==> src/rtl/cpu_pkg.sv <==
// Shared types and constants for the 5-stage ARM pipeline.
// Control bundle layout, zero register index and the NOP bundle.
package cpu_pkg;

    typedef struct packed {
        logic       RegWrite;
        logic       MemRead;
        logic       MemWrite;
        logic       MemToReg;
        logic       ALUSrc;
        logic [2:0] ALUOp;
        logic       BrTaken;
        logic       UncondBr;
        logic       SetFlags;
        logic       Reg2Loc;
    } ctrl_t;

    localparam logic [4:0] XZR      = 5'd31;
    localparam ctrl_t      CTRL_NOP = '0;

endpackage

==> src/rtl/fwd_unit.sv <==
// Operand forwarding mux for one EX-stage source operand.
// XZR beats everything, then EX/MEM, then MEM/WB, then the stored value.
module fwd_unit
    import cpu_pkg::*;
#(
    parameter int DW = 64,
    parameter int AW = 5
) (
    input  logic [AW-1:0] i_idx,
    input  logic [DW-1:0] i_val,
    input  logic          i_ex_we,
    input  logic [AW-1:0] i_ex_rd,
    input  logic [DW-1:0] i_ex_val,
    input  logic          i_wb_we,
    input  logic [AW-1:0] i_wb_rd,
    input  logic [DW-1:0] i_wb_val,
    output logic [DW-1:0] o_op
);

    logic w_zr;
    logic w_ex_hit;
    logic w_wb_hit;

    assign w_zr     = (i_idx == AW'(XZR));
    assign w_ex_hit = i_ex_we && (i_ex_rd == i_idx);
    assign w_wb_hit = i_wb_we && (i_wb_rd == i_idx);

    always_comb begin
        o_op = i_val;
        if (w_zr)
            o_op = '0;
        else if (w_ex_hit)
            o_op = i_ex_val;
        else if (w_wb_hit)
            o_op = i_wb_val;
    end

endmodule

==> src/rtl/id_ex_stage.sv <==
// ID/EX pipeline register with WB bypass at capture, load-use
// hazard detection and EX-stage operand forwarding.
module id_ex_stage
    import cpu_pkg::*;
#(
    parameter int DW = 64,
    parameter int AW = 5
) (
    input  logic          clk,
    input  logic          reset_n,
    input  logic          id_valid,
    input  logic [AW-1:0] id_rs1,
    input  logic [AW-1:0] id_rs2,
    input  logic [AW-1:0] id_rd,
    input  logic [DW-1:0] id_rdata1,
    input  logic [DW-1:0] id_rdata2,
    input  logic [DW-1:0] id_imm,
    input  ctrl_t         id_ctrl,
    input  logic          flush,
    input  logic          exmem_regwrite,
    input  logic [AW-1:0] exmem_rd,
    input  logic [DW-1:0] exmem_result,
    input  logic          memwb_regwrite,
    input  logic [AW-1:0] memwb_rd,
    input  logic [DW-1:0] memwb_wdata,
    output logic          stall,
    output logic          ex_valid,
    output ctrl_t         ex_ctrl,
    output logic [AW-1:0] ex_rd,
    output logic [DW-1:0] ex_imm,
    output logic [DW-1:0] ex_opA,
    output logic [DW-1:0] ex_opB
);

    logic          r_valid;
    ctrl_t         r_ctrl;
    logic [AW-1:0] r_rd;
    logic [DW-1:0] r_imm;
    logic [AW-1:0] r_rs1;
    logic [AW-1:0] r_rs2;
    logic [DW-1:0] r_op1;
    logic [DW-1:0] r_op2;

    logic [DW-1:0] w_cap1;
    logic [DW-1:0] w_cap2;
    logic          w_rd_hit;
    logic          w_bubble;

    // Register file writes on the edge, so a same-cycle read is stale.
    always_comb begin
        w_cap1 = id_rdata1;
        w_cap2 = id_rdata2;
        if (id_rs1 == AW'(XZR))
            w_cap1 = '0;
        else if (memwb_regwrite && memwb_rd == id_rs1)
            w_cap1 = memwb_wdata;
        if (id_rs2 == AW'(XZR))
            w_cap2 = '0;
        else if (memwb_regwrite && memwb_rd == id_rs2)
            w_cap2 = memwb_wdata;
    end

    assign w_rd_hit = (r_rd == id_rs1) || (r_rd == id_rs2);
    assign stall    = r_valid && r_ctrl.MemRead && (r_rd != AW'(XZR))
                    && w_rd_hit && id_valid;
    assign w_bubble = flush || stall;

    always_ff @(posedge clk or negedge reset_n) begin
        if (!reset_n) begin
            r_valid <= 1'b0;
            r_ctrl  <= CTRL_NOP;
            r_rd    <= '0;
            r_imm   <= '0;
            r_rs1   <= '0;
            r_rs2   <= '0;
            r_op1   <= '0;
            r_op2   <= '0;
        end else if (w_bubble) begin
            r_valid <= 1'b0;
            r_ctrl  <= CTRL_NOP;
        end else begin
            r_valid <= id_valid;
            r_ctrl  <= id_valid ? id_ctrl : CTRL_NOP;
            r_rd    <= id_rd;
            r_imm   <= id_imm;
            r_rs1   <= id_rs1;
            r_rs2   <= id_rs2;
            r_op1   <= w_cap1;
            r_op2   <= w_cap2;
        end
    end

    fwd_unit #(.DW(DW), .AW(AW)) u_fwd_a (
        .i_idx    (r_rs1),
        .i_val    (r_op1),
        .i_ex_we  (exmem_regwrite),
        .i_ex_rd  (exmem_rd),
        .i_ex_val (exmem_result),
        .i_wb_we  (memwb_regwrite),
        .i_wb_rd  (memwb_rd),
        .i_wb_val (memwb_wdata),
        .o_op     (ex_opA)
    );

    fwd_unit #(.DW(DW), .AW(AW)) u_fwd_b (
        .i_idx    (r_rs2),
        .i_val    (r_op2),
        .i_ex_we  (exmem_regwrite),
        .i_ex_rd  (exmem_rd),
        .i_ex_val (exmem_result),
        .i_wb_we  (memwb_regwrite),
        .i_wb_rd  (memwb_rd),
        .i_wb_val (memwb_wdata),
        .o_op     (ex_opB)
    );

    assign ex_valid = r_valid;
    assign ex_ctrl  = r_ctrl;
    assign ex_rd    = r_rd;
    assign ex_imm   = r_imm;

endmodule
==> config.mk <==
export PLATFORM = sky130hd
export DESIGN_NAME = id_ex_stage
export DESIGN_NICKNAME = d
export VERILOG_FILES = /design/src/rtl/cpu_pkg.sv /design/src/rtl/fwd_unit.sv /design/src/rtl/id_ex_stage.sv
export SDC_FILE = /design/constraint.sdc
export NUM_CORES = 1
export LEC_CHECK = 0
export CORE_AREA = 2 2 222 224
export DETAILED_ROUTE_END_ITERATION = 16
export DIE_AREA = 0 0 224 226
export GPL_ROUTABILITY_DRIVEN = 1
export PLACE_DENSITY = 0.61
export SLEW_MARGIN = 0
export SYNTH_ARGS = -nofsm -noshare
export SYNTH_HDL_FRONTEND = slang
export SYNTH_SLANG_ARGS = --single-unit
export TNS_END_PERCENT = 5
==> constraint.sdc <==
create_clock -name clk -period 2.5 [get_ports clk]
set_clock_uncertainty 0.1 [all_clocks]
set_input_delay 0.5 -clock clk [delete_from_list [all_inputs] [get_ports clk]]
set_output_delay 0.5 -clock clk [all_outputs]
set_load 0.03 [all_outputs]
Word-level counts from Yosys, hierarchy flattened
Cells that the tools add are included.
{ "word_totals": {"reg_bits": 220, "latchBits": 0, "mem_bits_rw": 0, "mem_bits_ro": 0, "input_bits": 363, "word_cells": 55, "mem_count": 0} }
{ "op_classes": {"n_addsub": 0, "multipliers": 0, "div": 0, "magnitude_cmp": 0, "eq_ne": 13, "shift": 0, "n_mux": 13, "bitwise_logic": 0, "n_reduce_logical": 12} }
{ "ops": {"columns": ["cell", "count"], "rows": [
  ["$mux W64", 10],
  ["$eq A5 B5 Y1", 8],
  ["$mux W12", 2],
  ["$eq A5 B5 Y1 const B", 4],
  ["$logic_and A1 B1 Y1", 10],
  ["$ne A5 B5 Y1 const B", 1],
  ["$logic_or A1 B1 Y1", 2],
  ["$mux W1", 1]
]} }

Logic depth before layout (Yosys ltp)
{ "depth": {"word_depth": 6, "ltp_mapped": 7, "ltp_nobuf": 5} }

Modules after synthesis
From an unflattened synthesis, not the netlist that was laid out.
{ "hier_totals": {"hier_cells": 1626, "area_unflattened_um2": 15341.0} }
{ "modules_own_cells": {"columns": ["mod", "n_inst", "cells_per_inst", "area_each_um2", "seq_area_each_um2"], "rows": [
  ["id_ex_stage", 1, 956, 10531.4, 5505.3],
  ["fwd_unit", 2, 335, 2404.8, 0.0]
]} }

Least setup slack after synthesis
OpenSTA, ideal clock, no wires.
{ "synth_timing": {"path_kind": "input port to output port", "from": "in memwb_rd[3]", "to": "out ex_opB[10]", "arrival_ns": 2.261, "t_required_ns": 1.900, "path_slack_ns": -0.361, "stages": 7, "cell_sequence": "xor2_1 > nor4_1 > and3_1 > buf_12 > buf_12 > mux2i_1 > a211oi_1"} }
{ "synth_via": {"elab_chain_cells": 5} }
{ "synth_lines": {"columns": ["element", "line_no", "rtl"], "rows": [
  ["start: declaration", "id_ex_stage.sv:24", "input logic [AW-1:0] memwb_rd,"],
  ["$eq A5 B5 Y1", "fwd_unit.sv:26", "assign w_wb_hit = i_wb_we && (i_wb_rd == i_idx);"],
  ["$logic_and A1 B1 Y1", "fwd_unit.sv:26", null],
  ["$mux W64", "fwd_unit.sv:34", "else if (w_wb_hit)"],
  ["$mux W64", "fwd_unit.sv:32", "else if (w_ex_hit)"],
  ["$mux W64", "fwd_unit.sv:30", "if (w_zr)"],
  ["end: declaration", "id_ex_stage.sv:32", "output logic [DW-1:0] ex_opB"]
]} }
Every way passes these cells.

Final worst setup path
{ "layout_timing": {"from": "reg r_rs2[1]", "to": "out ex_opB[26]"} }
{ "layout_via": {"elab_chain_cells": 5} }
{ "layout_lines": {"columns": ["element", "line_no", "rtl"], "rows": [
  ["start: declaration", "id_ex_stage.sv:40", "logic [AW-1:0] r_rs2;"],
  ["start signal: assignment", "id_ex_stage.sv:87", "r_rs2 <= id_rs2;"],
  ["$eq A5 B5 Y1", "fwd_unit.sv:26", null],
  ["$logic_and A1 B1 Y1", "fwd_unit.sv:26", null],
  ["$mux W64", "fwd_unit.sv:34", null],
  ["$mux W64", "fwd_unit.sv:32", null],
  ["$mux W64 (*)", "fwd_unit.sv:30", null]
]} }
Mark *: on every way between the ends. The rest lies on a longest branch, timed or not.

==> impl_metrics.csv <==
group,metric,value,unit
timing,fin_crit_sh,133,%
global_routing,track_usage,23.3,%
die,die_w,224,um
global_routing,antenna_found_initial,5,
timing,setup_tns,-88.76,ns
clocking,root_buffer,"clkbuf_16",
detailed_routing,postRouteAntennaNets,0,
die,fp.dieArea,0.0506,mm^2
clocking,cts_sinks,220,
synthesis,synth_ff_type,"dfrtp_1",
synthesis,async_reset_ff_share,100,%
die,start_util,29.0,%
status,violations,"setup timing",
power,power_leakage,9.01,nW
cells_and_area,layout.nets,2421,
global_routing,overflow,0,
timing,layout_min_cycle_time,3.32,ns
power,power.density,550,mW/mm^2
clocking,htree_levels,1,
cells_and_area,fin_area,0.0234,mm^2
status,status,"complete, but fails checks",
cells_and_area,nFillCells,4411,
run,maxCapViolations,0,
detailed_routing,wl_met1,24.7,mm
timing,fin_ws,-0.822,ns
clocking,cts_tree,"yes",
placed_design,gp_congestion,0.856,
setup_path,end_kind,"output pin",
detailed_routing,first_pass_iters,5,
timing,fmax,0.301,GHz
timing,finalMaxSlewViolations,0,
detailed_routing,post_drt_wl_per_cell,23.4,um
synthesis,seq_area_frac_synth,39.3,%
power,p_switching,4.27,mW
setup_path,r2r_cells,7,
die,num_rows,81,
power,power.total,12.9,mW
placed_design,portBuffers,573,
clocking,clock_latency,0.54,ns
global_routing,grt_pass1_wl,91.5,mm
synthesis,yosys-top-cells-area,"dfrtp_1 39%, mux2_2 11%, mux2i_1 9.2%",
placed_design,placedCellCount,2637,
synthesis,synth_cells,1428,
synthesis,synth_fp_nets,1791,
setup_path,r2r_end,"r_op2[30]",
die,core_area,0.0483,mm^2
worst_hold_path,min_to,"r_rs1[2]",
synthesis,yosysTopAreaCell,"dfrtp_1",
synthesis,synth_top_area_share,39.3,%
synthesis,syn_area,0.0140,mm^2
setup_path,worstSetupPathType,"register to output pin",
timing,tightestPinTransition,0.629,ns
timing,setup_viol,129,
timing,slew_headroom,58.1,%
power,swShare,33.2,%
placed_design,dpl.hpwl,45.1,mm
synthesis,synth_edf_count,0,
synthesis,synth_cell_type_count,27,
clocking,clk_path_buf_depth,3,
detailed_routing,top_layer,"met4",
worst_hold_path,holdCritStartpoint,"id_rs1[2]",
timing,hold_viol_final,0,
power,intPower,8.61,mW
detailed_routing,vias,14400,
setup_path,cp.required,1.90,ns
setup_path,worstPathMaxFanout,7,
synthesis,postSynthAreaPerCell,9.80,um^2
synthesis,ys_seq_elements,220,
detailed_routing,drt_iter0_drc,1073,
clocking,cts.clk_slew.worst_paths,0.07,ns
cells_and_area,final_layout_size_suffix_gt1_share,32.0,%
power,p_comb_share,37.0,%
cells_and_area,areaGrowthSynthToFinish,67.3,%
cells_and_area,final_cells,2702,
detailed_routing,drc,0,
detailed_routing,vias_per_cell,5.34,
detailed_routing,wl,63.3,mm
worst_hold_path,hold_depth,2,
power,worst_ir_drop_vdd,0.000458,V
setup_path,worstPathArrival,2.72,ns
die,ios,574,
timing,rsz0062_at_grt,"yes",
worst_hold_path,hold_path_class,"primary input to register",
detailed_routing,route.met2.wl,32.0,mm
clocking,cts_buffers,26,
global_routing,first_global_vias,15000,
power,p_clk_share,30.4,%
die,die_h,226,um
synthesis,yosysWarnings,0,
placed_design,placed_cell_area,0.0212,mm^2
setup_path,reg2reg_from,"ex_rd[4]",
detailed_routing,wl_met3,4.52,mm
global_routing,grt_max_degree,71,
power,p_seq_share,32.6,%
setup_path,rrSetupSlack,0.39,ns
setup_path,startpoint_type,"register",
-- area by class of cell --
type	instances	area, um^2	area share (%)
sequential	220	5510	23.5
multi-input combinational	1067	8580	36.6
clock buffer	43	836	3.57
timing repair buffer	743	7660	32.7
clock inverter	2	35.0	0.150
antenna	5	12.5	0.0534
tap	622	778	3.32
-- flip-flops by register name, summed over array words and instances (netlist names) --
register,cells
r_rs2,5
ex_imm,64
r_op2,64
ex_ctrl,12
ex_rd,5
ex_valid,1
r_op1,64
r_rs1,5
-- through the flow --
stage / setup WS [ns] / utilization (%) / hold WS (ns)
global route: -0.897 / 48.4 / 0.237
CTS: -0.849 / 47.0 / 0.387
finish: -0.822 / 48.4 / 0.261
floorplan: -0.361 / - / 0.104
detailed placement: -0.954 / 43.9 / 0.374
global placement: -1.04 / 43.9 / 0.367
-- cell usage in the layout (no fill, tap or decap), types with 3 or more instances in the layout --
cell type,count
clkbuf_8,10
o21ai_0,128
xor2_1,14
buf_6,42
buf_16,5
clkdlybuf4s50_1,433
clkbuf_16,33
and2_1,13
nor4_2,4
dfrtp_2,3
mux2_1,76
a21oi_1,129
diode_2,5
buf_12,46
dlygate4sd2_1,7
dlymetal6s2s_1,3
nand3_1,135
xnor2_1,23
nor2_4,11
a211oi_1,19
buf_8,5
clkbuf_1,6
mux2i_2,29
nor2_1,97
dfrtp_1,217
nor2_2,24
mux2_2,131
mux2i_1,99
buf_4,195
nand2_1,6
a211oi_2,102
a211oi_4,7
-- worst max-delay path, cell delays in order (launching register included) --
cell and delay [ns]:
dfrtp_1 0.43, buf_6 0.14, xor2_1 0.14, nor4_2 0.28, buf_4 0.16, nand3_4 0.17, buf_12 0.22, buf_4 0.17
a211oi_2 0.24, buf_4 0.21
-- per-layer routing --
metal  GRT usage [%]  vias up
li1                -     6486
met2            41.4      649
met5               0        -
met1            27.9     7175
met3            5.28      119
met4            7.61        0
-- kinds of logic after synthesis --
family / count (synthesis) / share of synthesized area, %
AND/OR/NAND/NOR: 304 / 9.90
buffers and inverters: 141 / 6.15
multiplexers: 335 / 25.8
XOR/XNOR: 40 / 2.50
flip-flops: 220 / 39.3
AO/OA/AOI/OAI: 388 / 16.3
-- power groups by stage --
| stage | Clock, mW | Combinational [mW] | Sequential [mW] |
|---|---|---|---|
| final | 3.91 | 4.77 | 4.20 |
| after global routing | 4.18 | 5.02 | 4.24 |
| after CTS | 4.03 | 4.64 | 4.18 |
| after detailed placement | 0 | 4.46 | 4.24 |
| after global placement | 0 | 4.43 | 4.22 |
| after floorplan | 0 | 1.98 | 4.42 |
-- synth_stat cells (all sizes together) (8+ instances only) --
| cell | n |
|---|---|
| and2 | 15 |
| a211oi | 128 |
| clkbuf | 87 |
| nand3 | 137 |
| mux2 | 207 |
| buf | 54 |
| xor2 | 16 |
| xnor2 | 24 |
| nor2 | 132 |
| a21oi | 130 |
| nand2 | 8 |
| o21ai | 128 |
| dfrtp | 220 |
| mux2i | 128 |
-- worst max path at each step --
stage | startpoint | end | slack [ns] | cells past startpoint
2_1_floorplan | memwb_rd[3] | ex_opB[16] | -0.36 | 7
3_3_place_gp | memwb_rd[3] | ex_opB[1] | -1.04 | 10
3_5_place_dp | memwb_rd[3] | ex_opB[1] | -0.95 | 10
4_1_cts | r_rs2[2] | ex_opB[21] | -0.85 | 11
5_1_grt | r_rs2[1] | ex_opB[14] | -0.90 | 9
6_report | r_rs2[1] | ex_opB[26] | -0.82 | 9
-- timing repair --
| action | in CTS | in global routing |
|---|---|---|
| endpoints found under the setup margin | 129 | 129 |
| hold endpoints to repair | 63 | 0 |
| pin swaps | 40 | 29 |
| buffers inserted | 5 | 2 |
| gates resized for setup | 128 | 123 |
| cloned | 1 | 6 |
| hold buffers | 1 | 0 |
(Power assumes the default switching activity.)
